### config.mk
export PLATFORM = sky130hd
export DESIGN_NAME = obi_slave_cut
export DESIGN_NICKNAME = d
export VERILOG_FILES = /design/src/rtl/obi_pkg.sv /design/src/rtl/obi_slave_cut_fifo.sv /design/src/rtl/obi_slave_cut.sv
export SDC_FILE = /design/constraint.sdc
export NUM_CORES = 1
export LEC_CHECK = 0
export CORE_MARGIN = 4
export CORE_UTILIZATION = 64
export CTS_CLUSTER_SIZE = 30
export DETAILED_ROUTE_END_ITERATION = 12
export DONT_BUFFER_PORTS = 1
export PLACE_DENSITY = 0.84
export SLEW_MARGIN = 20
export SYNTH_ARGS = -nofsm -noshare
export SYNTH_HDL_FRONTEND = slang
export SYNTH_SLANG_ARGS = --single-unit
### constraint.sdc
create_clock -name clk_i -period 4.06 [get_ports clk_i]
set_input_delay 0.406 -clock clk_i [delete_from_list [all_inputs] [get_ports clk_i]]
set_output_delay 0.406 -clock clk_i [all_outputs]
set_load 0.01 [all_outputs]
### src/rtl/obi_pkg.sv
// obi_pkg: OBI request/response types shared by crossbar ports and pipeline cuts.
package obi_pkg;

    typedef struct packed {
        logic        req;
        logic        we;
        logic [3:0]  be;
        logic [31:0] addr;
        logic [31:0] wdata;
    } obi_req_t;

    typedef struct packed {
        logic        gnt;
        logic        rvalid;
        logic [31:0] rdata;
    } obi_resp_t;

    typedef struct packed {
        logic        we;
        logic [3:0]  be;
        logic [31:0] addr;
        logic [31:0] wdata;
    } obi_cut_payload_t;

endpackage

### src/rtl/obi_slave_cut_fifo.sv
// obi_slave_cut_fifo: 2-entry in-order FIFO of an arbitrary payload type with full/empty flags.
module obi_slave_cut_fifo #(
    parameter type T = logic
) (
    input  logic clk_i,
    input  logic rst_ni,
    input  logic push_i,
    input  T     data_i,
    input  logic pop_i,
    output T     data_o,
    output logic full_o,
    output logic empty_o
);

    T           mem_q [2];
    logic       wr_ptr_q, rd_ptr_q;
    logic [1:0] cnt_q, cnt_d;

    assign cnt_d   = cnt_q + {1'b0, push_i} - {1'b0, pop_i};
    assign full_o  = cnt_q == 2'd2;
    assign empty_o = cnt_q == 2'd0;
    assign data_o  = mem_q[rd_ptr_q];

    always_ff @(posedge clk_i or negedge rst_ni) begin
        if (!rst_ni) begin
            mem_q    <= '{default: '0};
            wr_ptr_q <= 1'b0;
            rd_ptr_q <= 1'b0;
            cnt_q    <= 2'd0;
        end else begin
            if (push_i) begin
                mem_q[wr_ptr_q] <= data_i;
                wr_ptr_q        <= !wr_ptr_q;
            end
            if (pop_i) rd_ptr_q <= !rd_ptr_q;
            cnt_q <= cnt_d;
        end
    end

endmodule

### src/rtl/obi_slave_cut.sv
// obi_slave_cut: OBI pipeline cut with 2-entry request buffer and outstanding-transaction limit.
// Define OBI_SLAVE_CUT_RESP_REG_EN to also register the response path (rvalid/rdata).
module obi_slave_cut
    import obi_pkg::*;
#(
    parameter int unsigned MAX_OUTSTANDING = 2
) (
    input  logic      clk_i,
    input  logic      rst_ni,
    input  obi_req_t  slave_req_i,
    output obi_resp_t slave_resp_o,
    output obi_req_t  master_req_o,
    input  obi_resp_t master_resp_i
);

    localparam int CW = $clog2(MAX_OUTSTANDING + 1);

    obi_cut_payload_t push_data, head;
    logic             full, empty, push, pop, gnt, ready_q, rsp_valid, dec;
    logic [31:0]      rsp_data;
    logic [CW-1:0]    out_cnt_q, out_cnt_d;

    // ready_q keeps gnt low while in reset and rises on the first edge after release
    assign gnt       = ready_q && !full && (out_cnt_q < CW'(MAX_OUTSTANDING));
    assign push      = slave_req_i.req && gnt;
    assign pop       = !empty && master_resp_i.gnt;
    assign push_data = '{we: slave_req_i.we, be: slave_req_i.be,
                         addr: slave_req_i.addr, wdata: slave_req_i.wdata};

    obi_slave_cut_fifo #(.T(obi_cut_payload_t)) i_fifo (
        .clk_i  (clk_i),
        .rst_ni (rst_ni),
        .push_i (push),
        .data_i (push_data),
        .pop_i  (pop),
        .data_o (head),
        .full_o (full),
        .empty_o(empty)
    );

    assign master_req_o = '{req: !empty, we: head.we, be: head.be,
                            addr: head.addr, wdata: head.wdata};

`ifdef OBI_SLAVE_CUT_RESP_REG_EN
    logic        rvalid_q;
    logic [31:0] rdata_q;

    always_ff @(posedge clk_i or negedge rst_ni) begin
        if (!rst_ni) begin
            rvalid_q <= 1'b0;
            rdata_q  <= '0;
        end else begin
            rvalid_q <= master_resp_i.rvalid;
            if (master_resp_i.rvalid) rdata_q <= master_resp_i.rdata;
        end
    end

    assign rsp_valid = rvalid_q;
    assign rsp_data  = rdata_q;
`else
    assign rsp_valid = master_resp_i.rvalid;
    assign rsp_data  = master_resp_i.rdata;
`endif

    assign slave_resp_o = '{gnt: gnt, rvalid: rsp_valid, rdata: rsp_data};

    // a stray response at zero outstanding is not counted
    assign dec       = rsp_valid && (out_cnt_q != '0);
    assign out_cnt_d = out_cnt_q + CW'(push) - CW'(dec);

    always_ff @(posedge clk_i or negedge rst_ni) begin
        if (!rst_ni) begin
            ready_q   <= 1'b0;
            out_cnt_q <= '0;
        end else begin
            ready_q   <= 1'b1;
            out_cnt_q <= out_cnt_d;
        end
    end

    assert property (@(posedge clk_i) disable iff (!rst_ni)
        !(master_resp_i.rvalid && out_cnt_q == '0));

endmodule

# [After elaboration in Yosys (flattened, before gate mapping)]
# Cells that the tools add are included.
[word_totals] romBits=0 word_cells=42 latchBits=0 mem_bits_rw=0 in_bits=106 output_inout_bits=104 register_bits=145 n_memories=0
[op_classes] mux=6 multipliers=0 addsub=4 eq_ne=1 div_mod_pow=0 reduce_logical=12 bitwise_logic=2 shifts=0 order_cmp=4
[op_table] operator="two-way mux 69 bit" n=4
[op_table] operator="bitwise mux 138 bit" n=1
[op_table] operator="demux 69 bit (select 1 bit)" n=1
[op_table] operator="logical AND 1 bit" n=6
[op_table] operator="adder 2 x 1 -> 2 bit" n=2
[op_table] operator=">= comparator 2 bit (second input constant)" n=2
[op_table] operator="zero test 1 bit" n=4
[op_table] operator="NOT 1 -> 2 bit" n=2
[op_table] operator="subtractor 2 x 1 -> 2 bit" n=2
[op_table] operator="equality test 2 bit (second input constant)" n=1
[op_table] operator="zero test 2 bit" n=1
[op_table] operator="< comparator 2 x 1 -> 1 bit (second input constant)" n=1
[op_table] operator="< comparator 2 bit (second input constant)" n=1
[op_table] operator="nonzero test 2 bit" n=1

# [Longest topological paths before layout]
[logic_depth] word_depth=7 depth_mapped=9 mapped_depth_nobuf=7

# [Cells and area by module]
# From an unflattened synthesis, not the netlist that was laid out.
[hier_totals] cells_unflattened=432 hier_area_um2=6592.6
[modules_own_cells] module="obi_slave_cut_fifo" area_per_inst_um2=6164.7 instances=1 cells_per_inst=384 seq_area_each_um2=3553.4
[modules_own_cells] module="obi_slave_cut" area_per_inst_um2=427.9 instances=1 cells_per_inst=48 seq_area_each_um2=75.1

# [Least setup slack after synthesis]
# No wires, ideal clock.
[synth_timing] path_kind="register to register" start="register i_fifo.cnt_q[1]" end="register out_cnt_q[1]" period_less_slack_ns=2.311 t_arrival_ns=2.243 required_time_ns=3.991 setup_ns=0.069 path_stages_with_launch=10 path_buffers=2 path_slack_ns=1.749 cell_sequence="dfrtp_1 > nor2b_1 > buf_2 > or3b_2 > clkbuf_1 > xor2_1 > ha_1 > nor2b_1 > or3b_2 > nand3_1"
[synth_via] elab_chain_len=7
[synth_lines] item="start: declaration" line="obi_slave_cut_fifo.sv:17" source="logic [1:0] cnt_q, cnt_d;"
[synth_lines] item="start signal: assignment" line="obi_slave_cut_fifo.sv:36" source="cnt_q <= cnt_d;"
[synth_lines] item="equality test 2 bit" line="obi_slave_cut_fifo.sv:20" source="assign full_o = cnt_q == 2'd2;"
[synth_lines] item="zero test 1 bit" line="obi_slave_cut.sv:24" source="assign gnt = ready_q && !full && (out_cnt_q < CW'(MAX_OUTSTANDING));"
[synth_lines] item="logical AND 1 bit (2 in series)" line="obi_slave_cut.sv:24"
[synth_lines] item="logical AND 1 bit" line="obi_slave_cut.sv:25" source="assign push = slave_req_i.req && gnt;"
[synth_lines] item="adder 2 x 1 -> 2 bit" line="obi_slave_cut.sv:69" source="assign out_cnt_d = out_cnt_q + CW'(push) - CW'(dec);"
[synth_lines] item="subtractor 2 x 1 -> 2 bit" line="obi_slave_cut.sv:69"
[synth_lines] item="net out_cnt_d[1]" line="obi_slave_cut.sv:21" source="logic [CW-1:0] out_cnt_q, out_cnt_d;"
[synth_lines] item="end signal: assignment" line="obi_slave_cut.sv:77" source="out_cnt_q <= out_cnt_d;"
[synth_lines] item="end: declaration" line="obi_slave_cut.sv:21"
# The timed path passes the listed nets, and every way through them passes these cells.
# A chain may end at the register's enable or synchronous reset.

==> results.json <==
{
  "crit_type": "flop to output pin",
  "maxSlewViolCount": 0,
  "fin_crit_ns": 2.496,
  "clock_power_share_pct": 23.6,
  "h-tree-depth": 4,
  "fp.dieH_um": 109.3,
  "synth_edf_count": 0,
  "num_vias": 3326,
  "r2r-end": "out_cnt_q[1]",
  "area_growth_pct": 7.335,
  "p_int_mw": 4.289,
  "power_mw": 6.260,
  "holdPathEnd": "i_fifo.mem_q[99]",
  "setup_tns_ns": 0,
  "p_sw_mw": 1.972,
  "grt_pass1_vias": 3820,
  "post_cts_buffers": 0,
  "drt-initial-drc-count": 175,
  "cts_tree": "yes",
  "ys_seq_area_share_pct": 55.25,
  "outcome": "finished clean",
  "rr_startpoint": "out_cnt_q[1]",
  "synth_nets": 549,
  "hold-worst-slack_ns": 0.03150,
  "synth_flop_cell": "dfrtp_1",
  "syn_inst": 440,
  "synth_seq_cells": 145,
  "final-hold-violation-count": 0,
  "initial_core_util_pct": 66.58,
  "rows": 36,
  "power_frac_seq_pct": 41.0,
  "p_sw_share_pct": 31.49,
  "hold_path_depth": 1,
  "setup.worst_path.start_class": "flop",
  "worstPathArrival_ns": 2.09,
  "avgSynthCellArea_um2": 14.93,
  "r2r_slack_ns": 1.62,
  "relSlewSlack_pct": 37.97,
  "clk_latency_ns": 0.51,
  "post-route-period-util_pct": 61.49,
  "num_io_pins": 210,
  "ctsResizeCount": 0,
  "cts.clk_slew.worst_paths_ns": 0.06,
  "diodes": 0,
  "crit_path_max_fanout": 29,
  "die_w_um": 109.3,
  "io_buffers": 0,
  "syn_area_mm2": 0.006568,
  "tightestPinTransition_ns": 0.9266,
  "overflow": 0,
  "fin_ws_ns": 1.564,
  "critPathSlowestCell": "dfrtp_2",
  "antenna_found_initial": 0,
  "fmax_mhz": 400.6,
  "dp_slack_ns": 1.636,
  "r2r_cells": 7,
  "peakVddDrop_mv": 0.4454,
  "viasPerCell": 5.982,
  "die-area_mm2": 0.01195,
  "routed_wl_um": 12030,
  "track_usage_pct": 21.36,
  "final_cell_mix": "mux2_2, dfrtp_1, clkbuf_16, mux2_1, buf_4",
  "drive_above_1_share_pct": 56.50,
  "power_density_mw_per_mm2": 888.0,
  "async_flop_share_pct": 100.0,
  "root_buffer": "clkbuf_8",
  "clock-skew-final_ns": 0.004515,
  "detail-route-antenna-nets": 0,
  "yosysWarnings": 0,
  "comb_power_share_pct": 35.4,
  "cts_buffer_depth": 2,
  "grt_max_degree": 146,
  "hpwl_um": 8103,
  "worstPathCellList": "buf_4, mux2_2",
  "finalSetupViolCount": 0,
  "drc": 0,
  "slowest_delay_ns": 0.66,
  "worstHoldStart": "slave_req_i[30]",
  "place_congestion": 0.7199,
  "power_leakage_nw": 2.989,
  "cts.sinks": 145,
  "hp-class": "primary input to flop",
  "cts_made_buffers": 17,
  "grt_pass1_wl_um": 19370,
  "crit_buf_inv": 1,
  "coreArea_mm2": 0.009864,
  "endpoint_kind": "output pin",
  "drt_first_pass_iters": 4,
  "maxCapViolations": 0,
  "detail_route.wl_per_cell_um": 21.64,
  "cts_hold_buf": 4,
  "rsz0062_at_grt": "false",
  "mostFrequentLayoutCell": "mux2_2",
  "cp_top_family": "flip-flops",
  "nets": 521,
  "synth_cell_types": 27,
  "worstPathRequired_ns": 3.65
}
[worst reg2reg max path: stages, from the launching register on]
cell and delay (ns):
dfrtp_1 0.42, nand2b_1 0.27, or3b_2 0.54, xor2_1 0.19, ha_1 0.23, nor2b_1 0.20
or3b_2 0.45, nand3_1 0.09
[worst max path at each step]
stage,cells past startpoint,start,end
after floorplan,9,i_fifo.cnt_q[1],out_cnt_q[1]
after global placement,4,out_cnt_q[1],i_fifo.mem_q[118]
after detailed placement,4,out_cnt_q[1],i_fifo.mem_q[82]
after CTS,2,i_fifo.rd_ptr_q,master_req_o[44]
after global routing,2,i_fifo.rd_ptr_q,master_req_o[43]
final,2,i_fifo.rd_ptr_q,master_req_o[41]
[registers in the layout, summed over array words and instances (netlist names)]
register	count
i_fifo.wr_ptr_q	1
ready_q	1
out_cnt_q	2
i_fifo.mem_q	138
i_fifo.cnt_q	2
i_fifo.rd_ptr_q	1
[final cells by class]
type | instances | area, um2
clock buffer | 19 | 421.7
clock inverter | 11 | 141.4
fill | 613 | 2815
inverter | 1 | 3.754
multi-input combinational | 236 | 2564
sequential | 145 | 3630
tap | 133 | 166.4
timing repair buffer | 11 | 122.6
[routing by layer]
layer,part of all wire (%),global-route usage [%]
met1,39,24.77
met2,49,34.87
met3,11,11.74
met4,0.95,5.165
met5,0,0
[per-stage QoR]
| stage | util [%] | cell area (um2) | cells |
|---|---|---|---|
| floorplan | - | 6568 | 440 |
| global placement | 65.17 | 6429 | 522 |
| detailed placement | 65.17 | 6429 | 522 |
| CTS | 71.46 | 7049 | 556 |
| global route | 71.46 | 7049 | 556 |
| finish | 71.46 | 7049 | 556 |
[cells in the mapped netlist (all sizes together) (2+ instances only)]
library cell  number  share of area [%]
xor2               2               0.27
mux2             207                 35
nor2b              2               0.19
nor2               2               0.11
clkbuf             9               0.51
dfrtp            145                 55
ha                 3               0.57
nand2              3               0.17
xnor2              3               0.40
buf               49                5.2
or3b               2               0.27
[cell families after synthesis]
kind of cell | Yosys count | share of synthesized area (%)
other | 1 | 0.05710
DFF | 145 | 55.25
muxes | 207 | 35.49
xor gates and xnor gates | 5 | 0.6669
adders and majority gates | 3 | 0.5716
buffers and inverters | 59 | 5.811
AOI/OAI and AO/OA | 3 | 0.3239
and+or+nand+nor | 17 | 1.829
[power by group through the flow]
stage,Sequential (mW),Combinational (mW),Clock (mW)
floorplan,2.43,1.96,0
global placement,2.53,2.14,0
detailed placement,2.60,2.21,0
CTS,2.58,2.26,1.51
global route,2.68,2.41,1.57
finish,2.57,2.22,1.48
Note: power is estimated with default switching activity, not from simulation.
